**config.mk**
```make
export PLATFORM = sky130hd
export DESIGN_NAME = sum_ascii_sequencer
export DESIGN_NICKNAME = d
export VERILOG_FILES = /design/src/rtl/sum_ascii_sequencer.sv
export SDC_FILE = /design/constraint.sdc
export NUM_CORES = 1
export LEC_CHECK = 0
export CAP_MARGIN = 10
export CORE_MARGIN = 10
export CORE_UTILIZATION = 49
export CTS_CLUSTER_SIZE = 24
export DETAILED_ROUTE_END_ITERATION = 8
export GPL_TIMING_DRIVEN = 0
export PLACE_DENSITY = 0.77
export SETUP_SLACK_MARGIN = 0.05
export SYNTH_ARGS = -nofsm -noshare
export SYNTH_HDL_FRONTEND = slang
export SYNTH_SLANG_ARGS = --single-unit
```
**constraint.sdc**
```tcl
create_clock -name clk -period 1.6 [get_ports clk]
set_input_delay 0.16 -clock clk [delete_from_list [all_inputs] [get_ports clk]]
set_output_delay 0.16 -clock clk [all_outputs]
set_load 0.005 [all_outputs]
```
**src/rtl/sum_ascii_sequencer.sv**
```systemverilog
// Converts a captured binary sum to decimal ASCII using double-dabble and
// hands the digits, plus an optional CR LF, to a UART one byte at a time.
module sum_ascii_sequencer #(
   parameter int SUM_W      = 5,
   parameter int NUM_DIGITS = 2,
   parameter int SEND_CRLF  = 1
) (
   input  logic             clk,
   input  logic             reset,
   input  logic             start,
   input  logic [SUM_W-1:0] sum_in,
   input  logic             tx_busy,
   output logic             tx_en,
   output logic [7:0]       tx_data,
   output logic             busy,
   output logic             done
);

   localparam int BCD_W = 4 * NUM_DIGITS;
   localparam int NB    = NUM_DIGITS + 2 * SEND_CRLF;
   localparam int K_W   = $clog2(NB + 1);
   localparam int C_W   = $clog2(SUM_W + 1);

   localparam logic [K_W-1:0] LP_K_LAST = K_W'(NB - 1);
   localparam logic [K_W-1:0] LP_K_ND   = K_W'(NUM_DIGITS);
   localparam logic [C_W-1:0] LP_C_INIT = C_W'(SUM_W);
   localparam logic [C_W-1:0] LP_C_ONE  = C_W'(1);

   typedef enum logic [2:0] {
      S_IDLE,
      S_CONV,
      S_LOAD,
      S_SEND,
      S_ACK,
      S_DRAIN
   } t_state;

   t_state             r_state;
   logic [SUM_W-1:0]   r_sum;
   logic [BCD_W-1:0]   r_bcd;
   logic [C_W-1:0]     r_cnt;
   logic [K_W-1:0]     r_k;

   logic [BCD_W-1:0]   w_bcd_adj;
   logic [BCD_W-1:0]   w_bcd_next;
   logic [7:0]         w_byte;

   // Double-dabble correction: every nibble of 5 or more gets +3 before the shift.
   function automatic logic [BCD_W-1:0] f_add3(input logic [BCD_W-1:0] bcd);
      logic [BCD_W-1:0] res;
      res = bcd;
      for (int i = 0; i < NUM_DIGITS; i++) begin
         if (bcd[4*i +: 4] >= 4'd5)
            res[4*i +: 4] = bcd[4*i +: 4] + 4'd3;
      end
      return res;
   endfunction

   function automatic logic [7:0] f_ascii(input logic [K_W-1:0] k,
                                          input logic [BCD_W-1:0] bcd);
      logic [3:0] dig;
      logic [7:0] res;
      dig = 4'd0;
      for (int d = 0; d < NUM_DIGITS; d++) begin
         if (k == K_W'(d))
            dig = bcd[4*(NUM_DIGITS-1-d) +: 4];
      end
      if (k < LP_K_ND)
         res = 8'h30 | {4'h0, dig};
      else if (k == LP_K_ND)
         res = 8'h0D;
      else
         res = 8'h0A;
      return res;
   endfunction

   always_comb begin
      w_bcd_adj  = f_add3(r_bcd);
      w_bcd_next = (w_bcd_adj << 1) | {{(BCD_W-1){1'b0}}, r_sum[SUM_W-1]};
      w_byte     = f_ascii(r_k, r_bcd);
   end

   always_ff @(posedge clk or posedge reset) begin
      if (reset) begin
         r_state <= S_IDLE;
         r_sum   <= '0;
         r_bcd   <= '0;
         r_cnt   <= '0;
         r_k     <= '0;
         tx_en   <= 1'b0;
         tx_data <= 8'h00;
         busy    <= 1'b0;
         done    <= 1'b0;
      end else begin
         done <= 1'b0;
         case (r_state)
            S_IDLE: begin
               if (start) begin
                  r_sum   <= sum_in;
                  r_bcd   <= '0;
                  r_cnt   <= LP_C_INIT;
                  busy    <= 1'b1;
                  r_state <= S_CONV;
               end
            end
            S_CONV: begin
               r_bcd <= w_bcd_next;
               r_sum <= r_sum << 1;
               r_cnt <= r_cnt - 1'b1;
               if (r_cnt == LP_C_ONE)
                  r_state <= S_LOAD;
            end
            S_LOAD: begin
               r_k     <= '0;
               r_state <= S_SEND;
            end
            S_SEND: begin
               if (!tx_busy) begin
                  tx_en   <= 1'b1;
                  tx_data <= w_byte;
                  r_state <= S_ACK;
               end
            end
            // Handshake: wait for the UART to take the byte, then to finish it.
            S_ACK: begin
               tx_en <= 1'b0;
               if (tx_busy)
                  r_state <= S_DRAIN;
            end
            S_DRAIN: begin
               if (!tx_busy) begin
                  if (r_k == LP_K_LAST) begin
                     done    <= 1'b1;
                     busy    <= 1'b0;
                     r_state <= S_IDLE;
                  end else begin
                     r_k     <= r_k + 1'b1;
                     r_state <= S_SEND;
                  end
               end
            end
            default: r_state <= S_IDLE;
         endcase
      end
   end

endmodule

```
# After elaboration in Yosys (flattened, before gate mapping)
# Index checks and enable logic that the tools add are counted.
# word_totals
regBits,33
elab_cells,77
in_bits,9
# classes
n_eq_ne,16
bitwise_logic,2
n_reduce_logical,12
order_cmp,3
n_addsub,4
muxes,31
# op_table
operator,n
$mux W3,10
$pmux W3 S6,1
$pmux W8 S2,1
$ne A2 B2 Y1 const B,7
$eq A3 B2 Y1 const B,4
$mux W4,3
$pmux W3 S2,2
$pmux W5 S2,1
$eq A3 B1 Y1 const B,3
$ge A4 B3 Y1 const B,2
$mux W8,1
$or A8 B1 Y8,1
$reduce_bool A2 Y1,4
$mux W1,7
$eq A3 B3 Y1 const B,2
$logic_not A3 Y1,2
$mux W6,1
$reduce_and A2 Y1,3
$mux W5,1
$reduce_and A5 Y1,1
$add A4 B2 Y4 const B,1
$pmux W1 S2,2
$reduce_and A4 Y1,1
$add A3 B1 Y3 const B,1
other kinds (6),6

# Logic depth before layout (Yosys ltp)
# logic_depth
ltp_word,4
ltp_mapped,7

# Worst setup path before layout
# No wires, ideal clock.
# synth_timing
kind,reg2reg
startpoint,register r_k[1]
endpoint,register tx_data[1]
arrival_time_ns,1.513
path_stages_with_launch,8
period_less_slack_ns,1.645
setup_ns,0.132
path_slack_ns,-0.045
path_cell_list,dfrtp_1 -> clkbuf_1 -> inv_1 -> ha_1 -> nor2b_1 -> a221o_1 -> a211oi_1 -> a21oi_1
# synth_via
elab_chain_len,4
word_cells_on_any_way,8
cone_classes,1 x order compare; 2 x eq/ne; 4 x mux; 1 x reduce/logical
# synth_lines
element,line_no,source
start: declaration,42,logic [K_W-1:0] r_k;
start signal: assignment,137,r_k <= r_k + 1'b1;
$logic_not A3 Y1,65,if (k == K_W'(d))
$mux W4 (2 in a row),65,
$mux W6 *,68,if (k < LP_K_ND)
end signal: assignment,120,tx_data <= w_byte;
end: declaration,14,"output logic [7:0] tx_data,"
# Mark *: on every way between the ends. The rest lies on a longest branch, timed or not.
# A chain may end at the register's enable or synchronous reset.

# Worst setup path in the final report
# layout_timing
startpoint,register r_state[0]
endpoint,register r_bcd[2]
# layout_via
elab_chain_len,3
word_cells_on_any_way,6
cone_classes,2 x eq/ne; 1 x mux; 3 x reduce/logical
# layout_lines
element,line_no,source
start: declaration,38,t_state r_state;
start signal: assignment,85,r_state <= S_IDLE;
start signal: assignment,103,r_state <= S_CONV;
start signal: assignment,111,r_state <= S_LOAD;
$eq A3 B1 Y1 / $logic_not A3 Y1 (equally long branches),96,case (r_state)
$reduce_bool A2 Y1 (no line) / $ne A2 B2 Y1 (equally long branches),n/a,
$reduce_and A2 Y1 (no line),n/a,
end signal: assignment,107,r_bcd <= w_bcd_next;
end: declaration,40,logic [BCD_W-1:0] r_bcd;
# Parallel ways exist; a longest one is shown, timed or not.

==> results.toml <==
[synth]
ys_seq_area_frac = 0.454
synth_common_cells = "30 x dfrtp_1, 24 x nand2_1, 17 x o21ai_0"
postSynthCellCount = 172
yosys_warnings = 0
async_flop_share = 1.00
synth-edff-count = 0
yosys.area.top_type = "dfrtp_1"
synth.area.top_cells = "dfrtp_1 45%, ha_1 8.3%, nand2_1 5.4%"
ys_seq_elements = 30
synth.most_common_cell = "dfrtp_1"
syn_area_mm2 = 0.00166
synth_cell_types = 39
syn_avg_cell_area_um2 = 9.62
synth_top_area_frac = 0.454
ys.flop_type = "dfrtp_1"

[grt]
grt_overflow = 0
use_met2 = 0.203
grt_max_degree = 31
top_usage_layer = "met2"
groute.usage.overall = 0.121
grt_pass1_wl_mm = 6.04
antenna_found_initial = 0
met1_usage = 0.133
grt_pass1_vias = 1380
use_met3 = 0.0490

[die]
rows = 21
die_x_um = 78.1
die_area_mm2 = 0.00610
core_mm2 = 0.00331
start_util = 0.500
die_h_um = 78.1
ios = 20

[worst_setup_path]
crit_fanout = 5
reg2regPathDepth = 4
critical-path-max-stage-delay_ns = 0.59
critPathRequiredTime_ns = 1.83
endpoint_kind = "flop"
path_cells = "buf_6 > or4b_4 > and2_4 > a22o_1"
arrival_ns = 1.83
cp-start-kind = "flop"
crit_path_top_delay_cell = "or4b_4"
path_class = "flop to flop"

[clock_tree]
cts_root_buf = "clkbuf_4"
clockBufferDepth = 2
cts_buffers = 5
h-tree-depth = 2
clkTransAtPathRegs_ns = 0.10
cts.hold.buffers_added = 0
clk-insertion-delay-late_ns = 0.34
cts_tree = "built"
cts.sinks = 30

[cells_and_area]
fillers = 261
finalNetCount = 228
layout.cells.non_filler = 255
drive_gt1_frac = 0.268
n_antenna_cell = 0
syn2layout_area_growth_pct = 36.7

[sta]
maxSlewViolCount = 0
rsz0062_at_grt = "true"
finalCriticalPeriod_ns = 1.61
hold_viol_final = 0
fmax_mhz = 622
period_share = 1.00
final-setup-viol-count = 3
skew_ns = 0.0131
finalWorstSetupSlack_ns = -0.00645

[detailed_routing]
viasPerCell = 5.51
antenna_left = 0
wl_mm = 3.98
avgRoutedWirePerCell_um = 15.6
num_vias = 1404
drc = 0
firstDrtPassIters = 4
drtIter0Drc = 120

[placement]
place_congestion = 0.796
place_inst = 236
io_buffers = 17
hpwl_mm = 2.54

[power]
p_leak_nw = 0.987
power_mw = 4.60
p_sw_frac = 0.413
p_sw_mw = 1.90
ir_drop_v = 0.00134
pwr-share-comb = 0.599
seq_power_share = 0.297
clock_power_share = 0.104
internal_power_mw = 2.70
pwr_density_cell_mw_per_mm2 = 2030

[flow_run]
maxCapViolations = 0

[outcome]
violations = "negative setup slack"
status = "finished, violations left"

[min_path]
hold_class = "primary input to async pin"
[critical path: cells and delay by family, from the launching register on]
family	cells	cell delay [ns]
AOI/OAI and AO/OA	1	0.22
buffers and inverters	1	0.12
DFF	1	0.38
and+or+nand+nor	2	0.78
[metrics by stage]
| step | instance area [um2] | util | TNS, ns | worst slack [ns] | hold slack (ns) |
|---|---|---|---|---|---|
| finish | 2260 | 0.684 | -0.0129 | -0.00645 | 0.0584 |
| global route | 2260 | 0.684 | -0.396 | -0.0642 | 0.0618 |
| CTS | 2030 | 0.613 | -0.0920 | -0.0775 | 0.408 |
| detailed placement | 1900 | 0.574 | -1.91 | -0.165 | 0.467 |
| global placement | 1900 | 0.574 | -1.40 | -0.141 | 0.462 |
| floorplan | 1670 | - | 0 | 0.0548 | 0.251 |
[layer usage]
metal | share of wire | wire, um
met2 | 0.52 | 2060
met3 | 0.046 | 185
met5 | 0 | 0
met1 | 0.42 | 1660
met4 | 0.018 | 70
[placed cells by master, fill, tap and decap left out, types with 2 or more instances in the layout]
cell	synthesis	routed
nor2_2	0	2
dfrtp_1	30	30
o22ai_1	6	3
o21ai_0	17	14
inv_1	16	13
buf_6	1	2
clkbuf_1	4	2
nand2b_1	5	5
a21oi_1	6	4
buf_4	3	11
a32o_1	2	2
a221oi_1	3	3
clkdlybuf4s50_1	0	17
o21ai_1	0	3
mux2i_1	2	2
a31oi_2	2	2
xnor2_1	2	2
clkbuf_4	0	6
buf_2	1	2
nor2_1	9	6
conb_1	1	2
nand2_1	24	24
a22o_1	2	2
o22ai_2	0	2
o31ai_1	6	4
ha_4	0	4
ha_1	11	6
inv_2	0	2
o31ai_2	0	2
[sequential cells by signal (all words and copies together) (netlist names)]
register	count
busy	1
done	1
r_k	3
r_state	3
tx_data	5
tx_en	1
r_bcd	8
r_cnt	3
r_sum	5
[layout make-up]
type,count,area [um2],area share
Timing Repair Buffer,28,294,0.130
Clock buffer,7,55.1,0.0243
Tap cell,46,57.6,0.0254
Inverter,16,67.6,0.0299
Multi-Input combinational cell,117,943,0.417
Sequential cell,30,751,0.332
Buffer,10,90.1,0.0398
Clock inverter,1,5.00,0.00221
[kinds of logic after synthesis]
family                     after synthesis  share of synthesized area
AOI/OAI and AO/OA                       50                      0.203
xor gates and xnor gates                 3                     0.0159
adders and majority gates               11                     0.0831
buffers and inverters                   26                     0.0809
DFF                                     30                      0.454
muxes                                    2                     0.0121
other                                    1                    0.00227
and+or+nand+nor                         49                      0.150
[power groups by stage]
stage / sequential, mW / combinational [mW] / clock (mW)
after floorplan: 1.28 / 1.52 / 0
after global placement: 1.31 / 1.95 / 0
after detailed placement: 1.34 / 2.03 / 0
after CTS: 1.32 / 2.15 / 0.483
after global routing: 1.41 / 2.99 / 0.539
final: 1.37 / 2.75 / 0.476
[worst paths after layout]
check,from,to,slack [ns]
setup / recovery,r_state[0],r_bcd[2],-0.006
hold / removal,reset,done,0.06
setup reg to reg,r_state[0],r_bcd[2],-0.006
hold reg to reg,tx_data[0],tx_data[0],0.48
max in group asynchronous,reset,r_bcd[4],1.10
min in group clk,sum_in[0],r_sum[0],0.38
[timing repair]
action                                 4_1_cts  5_1_grt
endpoints found under the hold margin        0        0
resized for setup                           11       34
buffers inserted                             3        6
gates cloned                                 0        1
pin swaps                                    5        9
setup endpoints to repair                   22       15
Power figures use the tool's default switching activity.
